**config.mk**
```make
export PLATFORM = sky130hd
export DESIGN_NAME = wavetable_writer_flat
export DESIGN_NICKNAME = d
export VERILOG_FILES = /design/src/rtl/wavetable_writer_if.sv /design/src/rtl/wavetable_writer.sv /design/src/flat_wrapper.sv
export SDC_FILE = /design/constraint.sdc
export NUM_CORES = 1
export LEC_CHECK = 0
export CAP_MARGIN = 20
export CORE_ASPECT_RATIO = 1.75
export CORE_UTILIZATION = 35
export DETAILED_ROUTE_END_ITERATION = 8
export PLACE_DENSITY_LB_ADDON = 0.15
export SLEW_MARGIN = 5
export SYNTH_ARGS = -nofsm -noshare
export SYNTH_HDL_FRONTEND = slang
export SYNTH_SLANG_ARGS = --single-unit
```
**constraint.sdc**
```tcl
create_clock -name CLK -period 1.7 [get_ports CLK]
set_input_delay 0.255 -clock CLK [delete_from_list [all_inputs] [get_ports CLK]]
set_output_delay 0.255 -clock CLK [all_outputs]
set_load 0.05 [all_outputs]
```
**src/rtl/wavetable_writer_if.sv**
```systemverilog
// wavetable_writer_if: bundles the host byte stream, the wavetable RAM write
// port and the frame status flags of wavetable_writer.
//   IN_DATA/IN_VALID/IN_READY : byte stream from the host link
//   ABORT                     : synchronous frame abort
//   WE/WA/WD                  : RAM write port, WA = {program, index}
//   BUSY/DONE/ERR             : frame in progress / good / bad checksum pulses
// modport slave  : the writer block
// modport master : the byte source that also observes the RAM port and status
interface wavetable_writer_if #(
    parameter int PROG_W = 7,
    parameter int IDX_W  = 6,
    parameter int DATA_W = 8
);
    logic [7:0]              IN_DATA;
    logic                    IN_VALID;
    logic                    IN_READY;
    logic                    ABORT;
    logic                    WE;
    logic [PROG_W+IDX_W-1:0] WA;
    logic [DATA_W-1:0]       WD;
    logic                    BUSY;
    logic                    DONE;
    logic                    ERR;

    modport slave (
        input  IN_DATA, IN_VALID, ABORT,
        output IN_READY, WE, WA, WD, BUSY, DONE, ERR
    );

    modport master (
        output IN_DATA, IN_VALID, ABORT,
        input  IN_READY, WE, WA, WD, BUSY, DONE, ERR
    );
endinterface

```
**src/rtl/wavetable_writer.sv**
```systemverilog
// wavetable_writer: receives one framed upload (program byte, 64 sample bytes,
// XOR checksum byte) and writes the samples into the wavetable RAM at
// {program, index}. Writes are committed as they arrive; the checksum result
// is reported as a one-cycle DONE or ERR pulse.
//   CLK   : system clock, rising edge
//   RST_N : asynchronous active-low reset
//   bus   : wavetable_writer_if.slave (stream in, RAM write port, status)
module wavetable_writer #(
    parameter int PROG_W = 7,
    parameter int IDX_W  = 6,
    parameter int DATA_W = 8
) (
    input  logic               CLK,
    input  logic               RST_N,
    wavetable_writer_if.slave  bus
);

    typedef enum logic [1:0] {
        S_IDLE,
        S_DATA,
        S_CHECK,
        S_RESULT
    } state_t;

    state_t                  state_q, state_d;
    logic [PROG_W-1:0]       prog_q, prog_d;
    logic [IDX_W-1:0]        idx_q, idx_d;
    logic [7:0]              acc_q, acc_d;
    logic                    match_q, match_d;
    logic                    we_q, we_d;
    logic [PROG_W+IDX_W-1:0] wa_q, wa_d;
    logic [DATA_W-1:0]       wd_q, wd_d;
    logic                    accept;

    always_ff @(posedge CLK or negedge RST_N) begin
        if (!RST_N) begin
            state_q <= S_IDLE;
            prog_q  <= '0;
            idx_q   <= '0;
            acc_q   <= '0;
            match_q <= 1'b0;
            we_q    <= 1'b0;
            wa_q    <= '0;
            wd_q    <= '0;
        end else begin
            state_q <= state_d;
            prog_q  <= prog_d;
            idx_q   <= idx_d;
            acc_q   <= acc_d;
            match_q <= match_d;
            we_q    <= we_d;
            wa_q    <= wa_d;
            wd_q    <= wd_d;
        end
    end

    // RESULT is the only state that refuses bytes.
    assign accept = bus.IN_VALID && (state_q != S_RESULT);

    always_comb begin
        state_d = state_q;
        prog_d  = prog_q;
        idx_d   = idx_q;
        acc_d   = acc_q;
        match_d = match_q;
        we_d    = 1'b0;
        wa_d    = wa_q;
        wd_d    = wd_q;

        // Abort beats a byte accepted on the same edge; in IDLE it is ignored.
        if (bus.ABORT && (state_q != S_IDLE)) begin
            state_d = S_IDLE;
            idx_d   = '0;
            acc_d   = '0;
        end else begin
            case (state_q)
                S_IDLE: begin
                    // Bytes with bit7 set are resync filler and are dropped.
                    if (accept && !bus.IN_DATA[7]) begin
                        prog_d  = bus.IN_DATA[PROG_W-1:0];
                        idx_d   = '0;
                        acc_d   = bus.IN_DATA;
                        state_d = S_DATA;
                    end
                end
                S_DATA: begin
                    if (accept) begin
                        we_d  = 1'b1;
                        wa_d  = {prog_q, idx_q};
                        wd_d  = bus.IN_DATA[DATA_W-1:0];
                        acc_d = acc_q ^ bus.IN_DATA;
                        idx_d = idx_q + 1'b1;
                        if (idx_q == '1) begin
                            state_d = S_CHECK;
                        end
                    end
                end
                S_CHECK: begin
                    if (accept) begin
                        match_d = (bus.IN_DATA == acc_q);
                        state_d = S_RESULT;
                    end
                end
                S_RESULT: begin
                    state_d = S_IDLE;
                end
                default: begin
                    state_d = S_IDLE;
                end
            endcase
        end
    end

    assign bus.IN_READY = (state_q != S_RESULT);
    assign bus.BUSY     = (state_q != S_IDLE);
    assign bus.DONE     = (state_q == S_RESULT) && match_q;
    assign bus.ERR      = (state_q == S_RESULT) && !match_q;
    assign bus.WE       = we_q;
    assign bus.WA       = wa_q;
    assign bus.WD       = wd_q;

endmodule

```
**src/flat_wrapper.sv**
```systemverilog
// flat-port wrapper written by rule: the top's interface ports become plain ports
module wavetable_writer_flat 
#(
    parameter int PROG_W = 7,
    parameter int IDX_W  = 6,
    parameter int DATA_W = 8
)
  (CLK, RST_N, bus_IN_DATA, bus_IN_VALID, bus_ABORT, bus_IN_READY, bus_WE, bus_WA, bus_WD, bus_BUSY, bus_DONE, bus_ERR);
  wavetable_writer_if #(.PROG_W(PROG_W), .IDX_W(IDX_W), .DATA_W(DATA_W)) bus_i ();
  input  logic CLK;
  input  logic RST_N;
  input wire logic [$bits(bus_i.IN_DATA)-1:0] bus_IN_DATA;
  input wire logic [$bits(bus_i.IN_VALID)-1:0] bus_IN_VALID;
  input wire logic [$bits(bus_i.ABORT)-1:0] bus_ABORT;
  output wire logic [$bits(bus_i.IN_READY)-1:0] bus_IN_READY;
  output wire logic [$bits(bus_i.WE)-1:0] bus_WE;
  output wire logic [$bits(bus_i.WA)-1:0] bus_WA;
  output wire logic [$bits(bus_i.WD)-1:0] bus_WD;
  output wire logic [$bits(bus_i.BUSY)-1:0] bus_BUSY;
  output wire logic [$bits(bus_i.DONE)-1:0] bus_DONE;
  output wire logic [$bits(bus_i.ERR)-1:0] bus_ERR;
  assign bus_i.IN_DATA = bus_IN_DATA;
  assign bus_i.IN_VALID = bus_IN_VALID;
  assign bus_i.ABORT = bus_ABORT;
  assign bus_IN_READY = bus_i.IN_READY;
  assign bus_WE = bus_i.WE;
  assign bus_WA = bus_i.WA;
  assign bus_WD = bus_i.WD;
  assign bus_BUSY = bus_i.BUSY;
  assign bus_DONE = bus_i.DONE;
  assign bus_ERR = bus_i.ERR;
  wavetable_writer #(.PROG_W(PROG_W), .IDX_W(IDX_W), .DATA_W(DATA_W)) u_core (.CLK(CLK), .RST_N(RST_N), .bus(bus_i));
endmodule
```
==> run_results.csv <==
group,metric,value,unit
grt,grt_pass1_vias,1712,
clocking,worstSkewPairLatency,0.31,ns
clocking,clkTransAtPathRegs,0.10,ns
place,place_worst_setup_slack,-0.123,ns
drt,wl_per_cell,14.6,um
grt,grt_pass1_wl,8.25,mm
setup_path,r2r_setup_slack,0.06,ns
logic_synthesis,synth_warnings,0,
logic_synthesis,syn-num-nets,210,
setup_path,cp.arrival,1.83,ns
cells_and_area,final_util,49.6,%
setup_path,worstPathCellList,"inv_2 > ha_4 > nand2b_4 > and3_4 > buf_4 > mux2_4",
grt,antenna_found_initial,0,
setup_path,required,1.90,ns
clocking,clock_sinks,46,
sta,fin_crit_sh,96.4,%
sta,hold_viol,0,
floorplan,num_rows,38,
floorplan,io_pins,38,
grt,grt_usage,15.6,%
clocking,htree_levels,2,
sta,fmax,610,MHz
setup_path,r2r_start,"u_core.state_q[0]$_DFFE_PN0P_",
drt,viasPerCell,5.05,
cells_and_area,drive_gt1_share,41.9,%
drt,routed_wl,4.96,mm
setup_path,cp_top_family,"flip-flops",
setup_path,critPathMaxFanout,6,
power,leakage,1.42,nW
sta,skew,0.00919,ns
drt,drc,0,
sta,worst_slew_pin_slew,0.495,ns
logic_synthesis,syn_area,0.00232,mm^2
sta,finalSetupViolCount,0,
drt,via_count,1717,
logic_synthesis,ys_seq_area_share,49.6,%
setup_path,critical_path_buf_inv_count,2,
hold_path,hold_class,"in -> async",
sta,slew_headroom,66.9,%
status,status,"finished, final reports clean",
grt,grt_overflow,0,
place,port_buffers,37,
setup_path,reg2reg_depth,6,
grt,grt_max_degree,28,
logic_synthesis,synth_seq_cells,46,
cells_and_area,num_antenna_cells,0,
setup_path,critPathLaunch,"u_core.state_q[0]$_DFFE_PN0P_",
floorplan,dieArea,0.00698,mm^2
setup_path,endpoint_kind,"register",
clocking,clockRootBuffer,"clkbuf_8",
logic_synthesis,syn_avg_cell_area,12.1,um^2
sta,min_period,1.64,ns
clocking,cts_tree,"yes",
logic_synthesis,syn_inst,192,
floorplan,dieHeight,110,um
power,worst_ir_drop_vdd,0.969,mV
place,gp_congestion,0.723,
power,p_per_area,1850,mW/mm^2
sta,fin_ws,0.0615,ns
floorplan,die_x,63.6,um
flow_run,max_cap_violations,0,
logic_synthesis,synth_cell_types,40,
setup_path,slowest_delay,0.42,ns
cells_and_area,layout.cells.most_common,"buf_4",
clocking,clk_path_buf_depth,2,
floorplan,start_util,36.7,%
floorplan,core_region_area,0.00632,mm^2
cells_and_area,area_growth,35.1,%
setup_path,crit_type,"reg -> reg",
cells_and_area,layout_common_cells,"buf_4, dfrtp_1, mux2_4",
drt,drt_iter0_drc,78,
place,dpl.hpwl,3.64,mm
setup_path,slowest_stage,"dfrtp_1",
sta,report.final.slew_viol_count,0,
cells_and_area,num-nets-final,277,
clocking,cts_made_buffers,5,
sta,rsz0062_at_grt,"yes",
drt,drt-pass1-iter-count,4,
setup_path,r2r_end,"u_core.bus.WA[3]$_DFFE_PN0P_",
setup_path,worst_setup_path_start_kind,"register",
drt,ant_nets,0,
layer usage:
layer	vias to the layer above	wire (um)	global-route usage, %
met5	-	0	0
met4	0	85	6.33
met2	33	2510	26.7
met3	7	168	3.53
met1	847	2200	18.7
li1	830	-	-
worst max path at each step:
stage | slack (ns) | endpoint | cells past startpoint
floorplan | -0.007 | u_core.bus.WA[0]$_DFFE_PN0P_ | 7
global placement | -0.08 | u_core.state_q[0]$_DFFE_PN0P_ | 7
detailed placement | -0.12 | u_core.acc_q[1]$_DFFE_PN0P_ | 7
CTS | -0.008 | u_core.state_q[1]$_DFFE_PN0P_ | 8
global route | -0.04 | u_core.acc_q[5]$_DFFE_PN0P_ | 6
finish | 0.06 | u_core.bus.WA[3]$_DFFE_PN0P_ | 6
worst reg2reg max path, stage by stage (launching register included):
cell	delay [ns]
dfrtp_1	0.42
inv_2	0.09
ha_4	0.14
nand2b_4	0.15
and3_4	0.24
buf_4	0.17
mux2_4	0.30
registers in the layout, summed over array words and instances, names as in the netlist:
name and cells:
u_core.acc_q 8, u_core.bus.WA 13, u_core.bus.WD 8, u_core.bus.WE 1, u_core.idx_q 6, u_core.match_q 1
u_core.prog_q 7, u_core.state_q 2
logic make-up after synthesis:
group / synth area share, %
AO/OA/AOI/OAI: 12.8
flip-flops: 49.6
AND/OR/NAND/NOR: 9.48
multiplexers: 17.7
XOR/XNOR: 3.02
adder cells (fa/ha/maj): 3.23
buffers and inverters: 4.15
area by class of cell:
type	instances	area, um^2
fill	604	3190
sequential	46	1150
multi-input combinational	131	1140
inverter	5	18.8
timing repair buffer	70	634
clock buffer	5	68.8
tap	80	100
clock inverter	3	23.8
power by group:
group | internal (mW) | switching, mW | leakage, nW
Clock | 0.295 | 0.419 | 0.0408
Combinational | 1.48 | 1.81 | 0.792
Sequential | 1.49 | 0.288 | 0.591
repair_timing:
action                                  4_1_cts  5_1_grt
hold endpoints to repair                     19        0
endpoints found under the setup margin        4       37
gates resized for setup                       5       10
setup buffers                                 1        0
hold buffers                                  1        0
pin swaps                                     0        2
per-stage QoR:
step                      power [mW]  hold slack [ns]  std cells  TNS (ns)  cell area (um^2)
after floorplan                 3.92          -0.0406        192   -0.0713              2340
after global placement          4.91            0.251        330    -0.427              2970
after detailed placement        4.96            0.256        330     -1.31              2970
after CTS                       5.77            0.454        340  -0.00753              3100
after global routing            6.12            0.495        340    -0.134              3140
final                           5.79            0.442        340         0              3140
cell usage after synthesis:
| master | instances | area [um^2] |
|---|---|---|
| dfrtp_1 | 46 | 1150 |
| mux2_4 | 15 | 225 |
| nand2_1 | 14 | 52.6 |
| mux2_2 | 11 | 124 |
| a21oi_1 | 8 | 40.0 |
| nand3_1 | 8 | 40.0 |
| o21ai_0 | 8 | 40.0 |
| xnor2_1 | 8 | 70.1 |
| a211oi_1 | 7 | 52.6 |
| o22ai_1 | 7 | 43.8 |
| ha_1 | 6 | 75.1 |
| inv_1 | 5 | 18.8 |
| buf_6 | 4 | 45.0 |
| mux2i_1 | 4 | 40.0 |
| nor2_1 | 4 | 15.0 |
| and3_1 | 3 | 18.8 |
| nand4_1 | 3 | 18.8 |
| nor2b_1 | 3 | 18.8 |
| a2bb2oi_1 | 2 | 17.5 |
| and2_1 | 2 | 12.5 |
| buf_2 | 2 | 10.0 |
| buf_4 | 2 | 15.0 |
| clkbuf_1 | 2 | 7.51 |
| mux2_1 | 2 | 22.5 |
| a2111o_1 | 1 | 11.3 |
| a31oi_1 | 1 | 6.26 |
| a32o_1 | 1 | 10.0 |
| a41o_1 | 1 | 10.0 |
| a41oi_1 | 1 | 8.76 |
| and2b_4 | 1 | 10.0 |
| and3_4 | 1 | 11.3 |
| nand2_4 | 1 | 11.3 |
| nand2b_1 | 1 | 6.26 |
| nor3_1 | 1 | 5.00 |
| o21a_1 | 1 | 7.51 |
| o21ai_1 | 1 | 5.00 |
| o21ai_4 | 1 | 16.3 |
| o22ai_2 | 1 | 12.5 |
| o2bb2ai_1 | 1 | 8.76 |
| o31ai_1 | 1 | 7.51 |
Note: power is estimated with default switching activity, not from simulation.
